--- src/rtl/pc_gen_pkg.sv ---
// Shared constants and types for the fetch-address generator.
package pc_gen_pkg;

    localparam int unsigned CPU_WIDTH_DEF = 32;
    localparam int unsigned RAS_DEPTH_DEF = 4;

    // Every instruction is one 32-bit word.
    localparam int unsigned INSTR_BYTES = 4;
    localparam int unsigned ALIGN_BITS  = 2;

    // Low address bits cleared when a trap vector is loaded.
    localparam logic [ALIGN_BITS-1:0] TRAP_ALIGN_MASK = 2'b11;

    // Source selected for the next fetch address.
    typedef enum logic [2:0] {
        SRC_HOLD     = 3'd0,
        SRC_SEQ      = 3'd1,
        SRC_POP      = 3'd2,
        SRC_REDIRECT = 3'd3,
        SRC_REJECT   = 3'd4,
        SRC_TRAP     = 3'd5
    } pc_src_e;

    // Return-address-stack command bundle.
    typedef struct packed {
        logic push;
        logic pop;
        logic flush;
    } ras_cmd_t;

    // True when the low address bits describe a word-aligned target.
    function automatic logic is_aligned(input logic [ALIGN_BITS-1:0] lsbs);
        return lsbs == '0;
    endfunction

endpackage

--- src/rtl/pc_gen_ras.sv ---
// Circular return-address stack: overwrites the oldest entry when full.
module ras_stack
    import pc_gen_pkg::*;
#(
    parameter int unsigned CPU_WIDTH = CPU_WIDTH_DEF,
    parameter int unsigned RAS_DEPTH = RAS_DEPTH_DEF
) (
    input  logic                 clk,
    input  logic                 rst_n,
    input  logic                 push,
    input  logic                 pop,
    input  logic                 flush,
    input  logic [CPU_WIDTH-1:0] push_addr,
    output logic [CPU_WIDTH-1:0] top,
    output logic                 empty,
    output logic                 full
);

    localparam int unsigned IDX_W = (RAS_DEPTH > 1) ? $clog2(RAS_DEPTH) : 1;
    localparam int unsigned CNT_W = $clog2(RAS_DEPTH + 1);
    localparam logic [CNT_W-1:0] DEPTH_CNT = CNT_W'(RAS_DEPTH);

    logic [CPU_WIDTH-1:0] mem [RAS_DEPTH];
    logic [IDX_W-1:0]     tos;
    logic [IDX_W-1:0]     tos_next;
    logic [CNT_W-1:0]     count;
    logic [CNT_W-1:0]     count_next;
    logic                 wr_en;
    logic [IDX_W-1:0]     wr_idx;
    logic                 pop_eff;

    // Pointer/count update and write slot selection.
    always_comb begin
        tos_next   = tos;
        count_next = count;
        wr_en      = 1'b0;
        wr_idx     = tos;
        pop_eff    = pop && (count != '0);
        if (flush) begin
            count_next = '0;
        end else if (push && pop_eff) begin
            // Old top is consumed and replaced in place.
            wr_en  = 1'b1;
            wr_idx = tos;
        end else if (push) begin
            tos_next = tos + IDX_W'(1);
            wr_en    = 1'b1;
            wr_idx   = tos + IDX_W'(1);
            if (count != DEPTH_CNT) begin
                count_next = count + CNT_W'(1);
            end
        end else if (pop_eff) begin
            tos_next   = tos - IDX_W'(1);
            count_next = count - CNT_W'(1);
        end
    end

    // Stack pointer, occupancy and status flags.
    always_ff @(posedge clk) begin
        if (!rst_n) begin
            tos   <= '0;
            count <= '0;
            empty <= 1'b1;
            full  <= 1'b0;
        end else begin
            tos   <= tos_next;
            count <= count_next;
            empty <= (count_next == '0);
            full  <= (count_next == DEPTH_CNT);
        end
    end

    // Entry storage; contents are meaningless until written.
    always_ff @(posedge clk) begin
        if (wr_en) begin
            mem[wr_idx] <= push_addr;
        end
    end

    assign top = mem[tos];

endmodule

--- src/rtl/pc_gen.sv ---
// Next-fetch-address generator with trap, redirect and RAS prediction.
module pc_gen
    import pc_gen_pkg::*;
#(
    parameter int unsigned          CPU_WIDTH    = CPU_WIDTH_DEF,
    parameter logic [CPU_WIDTH-1:0] RESET_VECTOR = CPU_WIDTH'(32'h0000_0000),
    parameter int unsigned          RAS_DEPTH    = RAS_DEPTH_DEF
) (
    input  logic                 clk,
    input  logic                 rst_n,
    input  logic                 stall,
    input  logic                 fetch_ready,
    input  logic                 trap_valid,
    input  logic [CPU_WIDTH-1:0] trap_target,
    input  logic                 redirect_valid,
    input  logic [CPU_WIDTH-1:0] redirect_target,
    input  logic                 call_push,
    input  logic [CPU_WIDTH-1:0] push_addr,
    input  logic                 ret_pop,
    output logic [CPU_WIDTH-1:0] curr_pc,
    output logic                 fetch_valid,
    output logic                 misalign_err,
    output logic                 ras_empty,
    output logic                 ras_full
);

    logic                 advance;
    logic [CPU_WIDTH-1:0] ras_top;
    logic [CPU_WIDTH-1:0] trap_pc;
    logic [CPU_WIDTH-1:0] seq_pc;
    logic [CPU_WIDTH-1:0] next_pc;
    pc_src_e              src;
    ras_cmd_t             ras_cmd;

    assign advance = fetch_valid & fetch_ready & ~stall;
    assign seq_pc  = curr_pc + CPU_WIDTH'(INSTR_BYTES);
    assign trap_pc = {trap_target[CPU_WIDTH-1:ALIGN_BITS],
                      ALIGN_BITS'(trap_target[ALIGN_BITS-1:0] & ~TRAP_ALIGN_MASK)};

    // Priority select of the next-address source and RAS commands.
    always_comb begin
        src           = SRC_HOLD;
        ras_cmd.push  = 1'b0;
        ras_cmd.pop   = 1'b0;
        ras_cmd.flush = 1'b0;
        if (trap_valid) begin
            src           = SRC_TRAP;
            ras_cmd.flush = 1'b1;
        end else if (redirect_valid) begin
            src = is_aligned(redirect_target[ALIGN_BITS-1:0]) ? SRC_REDIRECT : SRC_REJECT;
        end else if (advance) begin
            ras_cmd.push = call_push;
            if (ret_pop && !ras_empty) begin
                src         = SRC_POP;
                ras_cmd.pop = 1'b1;
            end else begin
                src = SRC_SEQ;
            end
        end
    end

    // Next-PC mux.
    always_comb begin
        next_pc = curr_pc;
        unique case (src)
            SRC_TRAP:     next_pc = trap_pc;
            SRC_REDIRECT: next_pc = redirect_target;
            SRC_POP:      next_pc = ras_top;
            SRC_SEQ:      next_pc = seq_pc;
            default:      next_pc = curr_pc;
        endcase
    end

    // PC register, fetch-valid and misalignment pulse.
    always_ff @(posedge clk) begin
        if (!rst_n) begin
            curr_pc      <= RESET_VECTOR;
            fetch_valid  <= 1'b0;
            misalign_err <= 1'b0;
        end else begin
            curr_pc      <= next_pc;
            fetch_valid  <= (src != SRC_REJECT);
            misalign_err <= (src == SRC_REJECT);
        end
    end

    ras_stack #(
        .CPU_WIDTH (CPU_WIDTH),
        .RAS_DEPTH (RAS_DEPTH)
    ) u_ras (
        .clk       (clk),
        .rst_n     (rst_n),
        .push      (ras_cmd.push),
        .pop       (ras_cmd.pop),
        .flush     (ras_cmd.flush),
        .push_addr (push_addr),
        .top       (ras_top),
        .empty     (ras_empty),
        .full      (ras_full)
    );

endmodule

--- config.mk ---
export PLATFORM = sky130hd
export DESIGN_NAME = pc_gen
export DESIGN_NICKNAME = d
export VERILOG_FILES = /design/src/rtl/pc_gen_pkg.sv /design/src/rtl/pc_gen_ras.sv /design/src/rtl/pc_gen.sv
export SDC_FILE = /design/constraint.sdc
export NUM_CORES = 1
export LEC_CHECK = 0
export ABC_AREA = 1
export BUFFER_PORTS_ARGS = -buffer_cell sky130_fd_sc_hd__buf_4
export CAP_MARGIN = 40
export CORE_ASPECT_RATIO = 0.75
export CORE_MARGIN = 2
export CORE_UTILIZATION = 40
export DETAILED_ROUTE_END_ITERATION = 10
export PLACE_DENSITY_LB_ADDON = 0.08
export SKIP_LAST_GASP = 1
export SYNTH_ARGS = -nofsm -noshare
export SYNTH_HDL_FRONTEND = slang
export SYNTH_SLANG_ARGS = --single-unit
--- constraint.sdc ---
create_clock -name clk -period 4.85 [get_ports clk]
set_input_delay 0.7275 -clock clk [delete_from_list [all_inputs] [get_ports clk]]
set_output_delay 0.7275 -clock clk [all_outputs]
set_load 0.05 [all_outputs]
==> impl_results.md <==
* Cell area power density at 323 nW/um^2
* Sequential share of the synthesized area at 55.9%
* Core box area at 20,400 sq um
* FF-to-FF path depth at 12
* Flops & latches, synth at 171
* Crit path max fanout at 24
* WL per Instance at 17.5 microns
* Remaining global-route overflow at 0
* End point of the critical path: u_ras.mem[0][17]
* Tcrit/Tclk final at 61.4%
* Initial DRC count at 684
* Post-Syn Nets at 1,095
* Slew Viols, Final at 0
* Cts bufs inserted at 17
* Crit. End Element: register
* Slew margin rel. at 39.4%
* Routed wire length at 24,600 microns
* TritonCTS clock tree: yes
* Routed Antenna Nets at 0
* Clk_skew at 14.7 ps
* Die Height at 130 microns
* Worst reg2reg path startpoint: u_ras.count[0]
* Register area at 4710 sq um
* Hold Buf Count CTS at 0
* Crit-path leading delay family: simple AND/OR/NAND/NOR gates
* FF-to-FF setup slack at 2030 ps
* Hold WC Path Type: register to register
* Fillers at 1,991
* Area grow syn2layout at 22.4%
* Total Nets Final at 1,222
* Yosys Warn Count at 0
* Worst Path Buf+Inv at 5
* Maximum vdd ir drop at 197 uV
* Placed cells at 1,375
* Mean Syn Cell Area at 8.54 sq um
* Critical path's largest stage delay at 670 ps
* RD Place Congestion at 0.903
* Worst-Margin Slew at 907 ps
* Critical Path RT at 4980 ps
* Root Driver: clkbuf_16
* Most frequent cell on the critical path: inv_1
* Crit path max-delay cell type: nor2_2
* Initial antenna violation count at 0
* P_leak at 0.00419 uW
* Yosys cell types at 36
* Largest net degree at the start of global routing at 66
* IO Port Bufs at 137
* Fin crit period at 2980 ps
* Post-CTS setup buffer count at 0
* # IOs at 140
* Number of global-route vias before repair at 6,594
* Mapped Cells at 985
* Stages on the worst setup path at 10
* Total number of vias at 7,055
* N_diodes at 0
* TritonRoute pass-1 iters at 6
* # setup viols final at 0
* Status: finished clean
* # resized after CTS at 0
* Crit path DAT at 3110 ps
* Cell row count at 45
* Worst-Skew Late Latency at 440 ps
* Mapped Area at 8410 sq um
* Htree depth at 4
* Chip width at 171 microns
* Fmax at 0.336 GHz
* Crit start category: input pin
* Vias per std cell at 5.01
* Setup Total Neg Slack at 0 ps
* Critical Path Start: trap_valid
* Unrepaired setup endpoints after global routing: no
* Multi-input gate area at 3180 sq um
* First-pass GRT wire length at 37,900 microns
* WS Path Type: input pin to register
* Layout cells sized above 1 at 19.6%
* Final hold vios at 0
* Max cap viols at 0
* Total GRT Usage at 23.1%
* Post-Layout Cell Count at 1,407
* DRC at 0
* Worst reg2reg path endpoint: u_ras.mem[0][17]
* Crit-path cells: buf_4 -> inv_2 -> nand2_1 -> nor2_8 -> ha_1 -> inv_1 -> o21ai_0 -> inv_1 -> nor2_2 -> buf_12
* DIE AREA at 22,200 sq um
* Starting Density at 41.2%
* Clock Pin Slew Worst Setup and Hold Paths at 70 ps
* Clock Tree Buf Depth at 2
* Detailed Place HPWL at 16,800 microns
* # clock sinks at 171
through the flow:
stage	total power [uW]	utilization (%)	area, sq um	hold slack (ps)	setup slack (ps)
6_report	3320	50.4	10300	480	1870
3_5_place_dp	1990	47.5	9710	467	1400
4_1_cts	3350	50.4	10300	470	1850
5_1_grt	3450	50.4	10300	473	1660
3_3_place_gp	1990	47.4	9680	464	1440
2_1_floorplan	1840	-	8410	487	1390
layout by cell type (no fill, tap or decap), types with 6 or more instances in the layout:
cell type and instances:
a21oi_1 65, buf_4 144, clkbuf_16 17, dfxtp_1 42, edfxtp_1 128, ha_1 6, inv_1 76, inv_2 6
inv_8 6, nand2_1 187, nand2_2 8, nand3_1 55, nand4_1 13, nor2_1 217, nor2_2 10, o21ai_0 88
o21ai_1 6
metal layers:
metal	vias up	global-route usage, %	part of all wire [%]
li1	3533	-	-
met1	3245	34.1	48
met2	258	35.2	44
met3	19	4.52	7.5
met4	0	5.13	1.1
met5	-	0	0
kinds of logic (layout without fill, tap and decap cells):
| logic type | after synthesis | count (layout) | share of synthesized area [%] |
|---|---|---|---|
| AND/OR/NAND/NOR | 512 | 512 | 26.1 |
| flip-flops | 171 | 171 | 55.9 |
| AO/OA/AOI/OAI | 168 | 168 | 10.2 |
| buffers and inverters | 123 | 263 | 6.35 |
| adder cells (fa/ha/maj) | 6 | 6 | 0.892 |
| XOR/XNOR | 5 | 5 | 0.521 |
flip-flops by register name, indices dropped and copies added (netlist names), named ones only:
signal and cells:
u_ras.full 1, u_ras.empty 1, fetch_valid 1, u_ras.mem 128, u_ras.count 3, misalign_err 1, u_ras.tos 2, curr_pc 32
worst min-delay path: stages, from the launching register on:
cell	delay, ps
dfxtp_1	310
o21ai_0	60
a21oi_1	60
layout make-up:
cell class	instances	share of cell area [%]
timing repair buffer	147	11.2
sequential	171	45.7
clock buffer	17	4.13
tap	282	3.43
clock inverter	15	1.60
inverter	84	3.07
multi-input combinational	691	30.9
cell usage after synthesis:
master	number	share of area [%]
nand4_2	1	0.15
clkbuf_1	10	0.45
edfxtp_1	128	46
buf_2	18	1.1
nand3_1	55	3.3
nor2_1	221	9.9
a21oi_1	65	3.9
o22ai_1	2	0.15
o21ai_1	6	0.36
clkinv_2	1	0.059
o21ai_0	88	5.2
buf_4	9	0.80
nand3_4	1	0.21
nor2_8	1	0.24
dfxtp_1	43	10
nand4_1	13	0.97
buf_6	2	0.27
or2_2	3	0.22
inv_2	6	0.27
clkinv_1	1	0.045
o21bai_1	1	0.089
nand3b_1	5	0.45
nand3_2	3	0.36
inv_1	76	3.4
nand2_2	8	0.59
nor2_4	4	0.54
xor2_1	3	0.31
a31oi_1	5	0.37
ha_1	6	0.89
nor3_1	2	0.12
a31o_2	1	0.10
nor2_2	6	0.45
nand2_4	1	0.13
xnor2_1	2	0.21
nand2_1	187	8.3
nand4_4	1	0.25
worst min path at each step:
stage                           end  slack [ps]  cells past startpoint         start
CTS                 u_ras.mem[2][8]         470                      1  push_addr[8]
floorplan                  register         490                      2  u_ras.tos[1]
global placement         curr_pc[1]         460                      2    curr_pc[1]
finish                   curr_pc[0]         480                      2    curr_pc[0]
detailed placement       curr_pc[1]         470                      2    curr_pc[1]
global route        u_ras.mem[2][8]         470                      1  push_addr[8]
power breakdown:
part,internal [uW],total (uW),switching [uW],leakage [uW]
Combinational,126,331,205,0.00241
Clock,697,1360,666,0.000280
Sequential,1590,1630,37.8,0.00151
(Power assumes the default switching activity.)
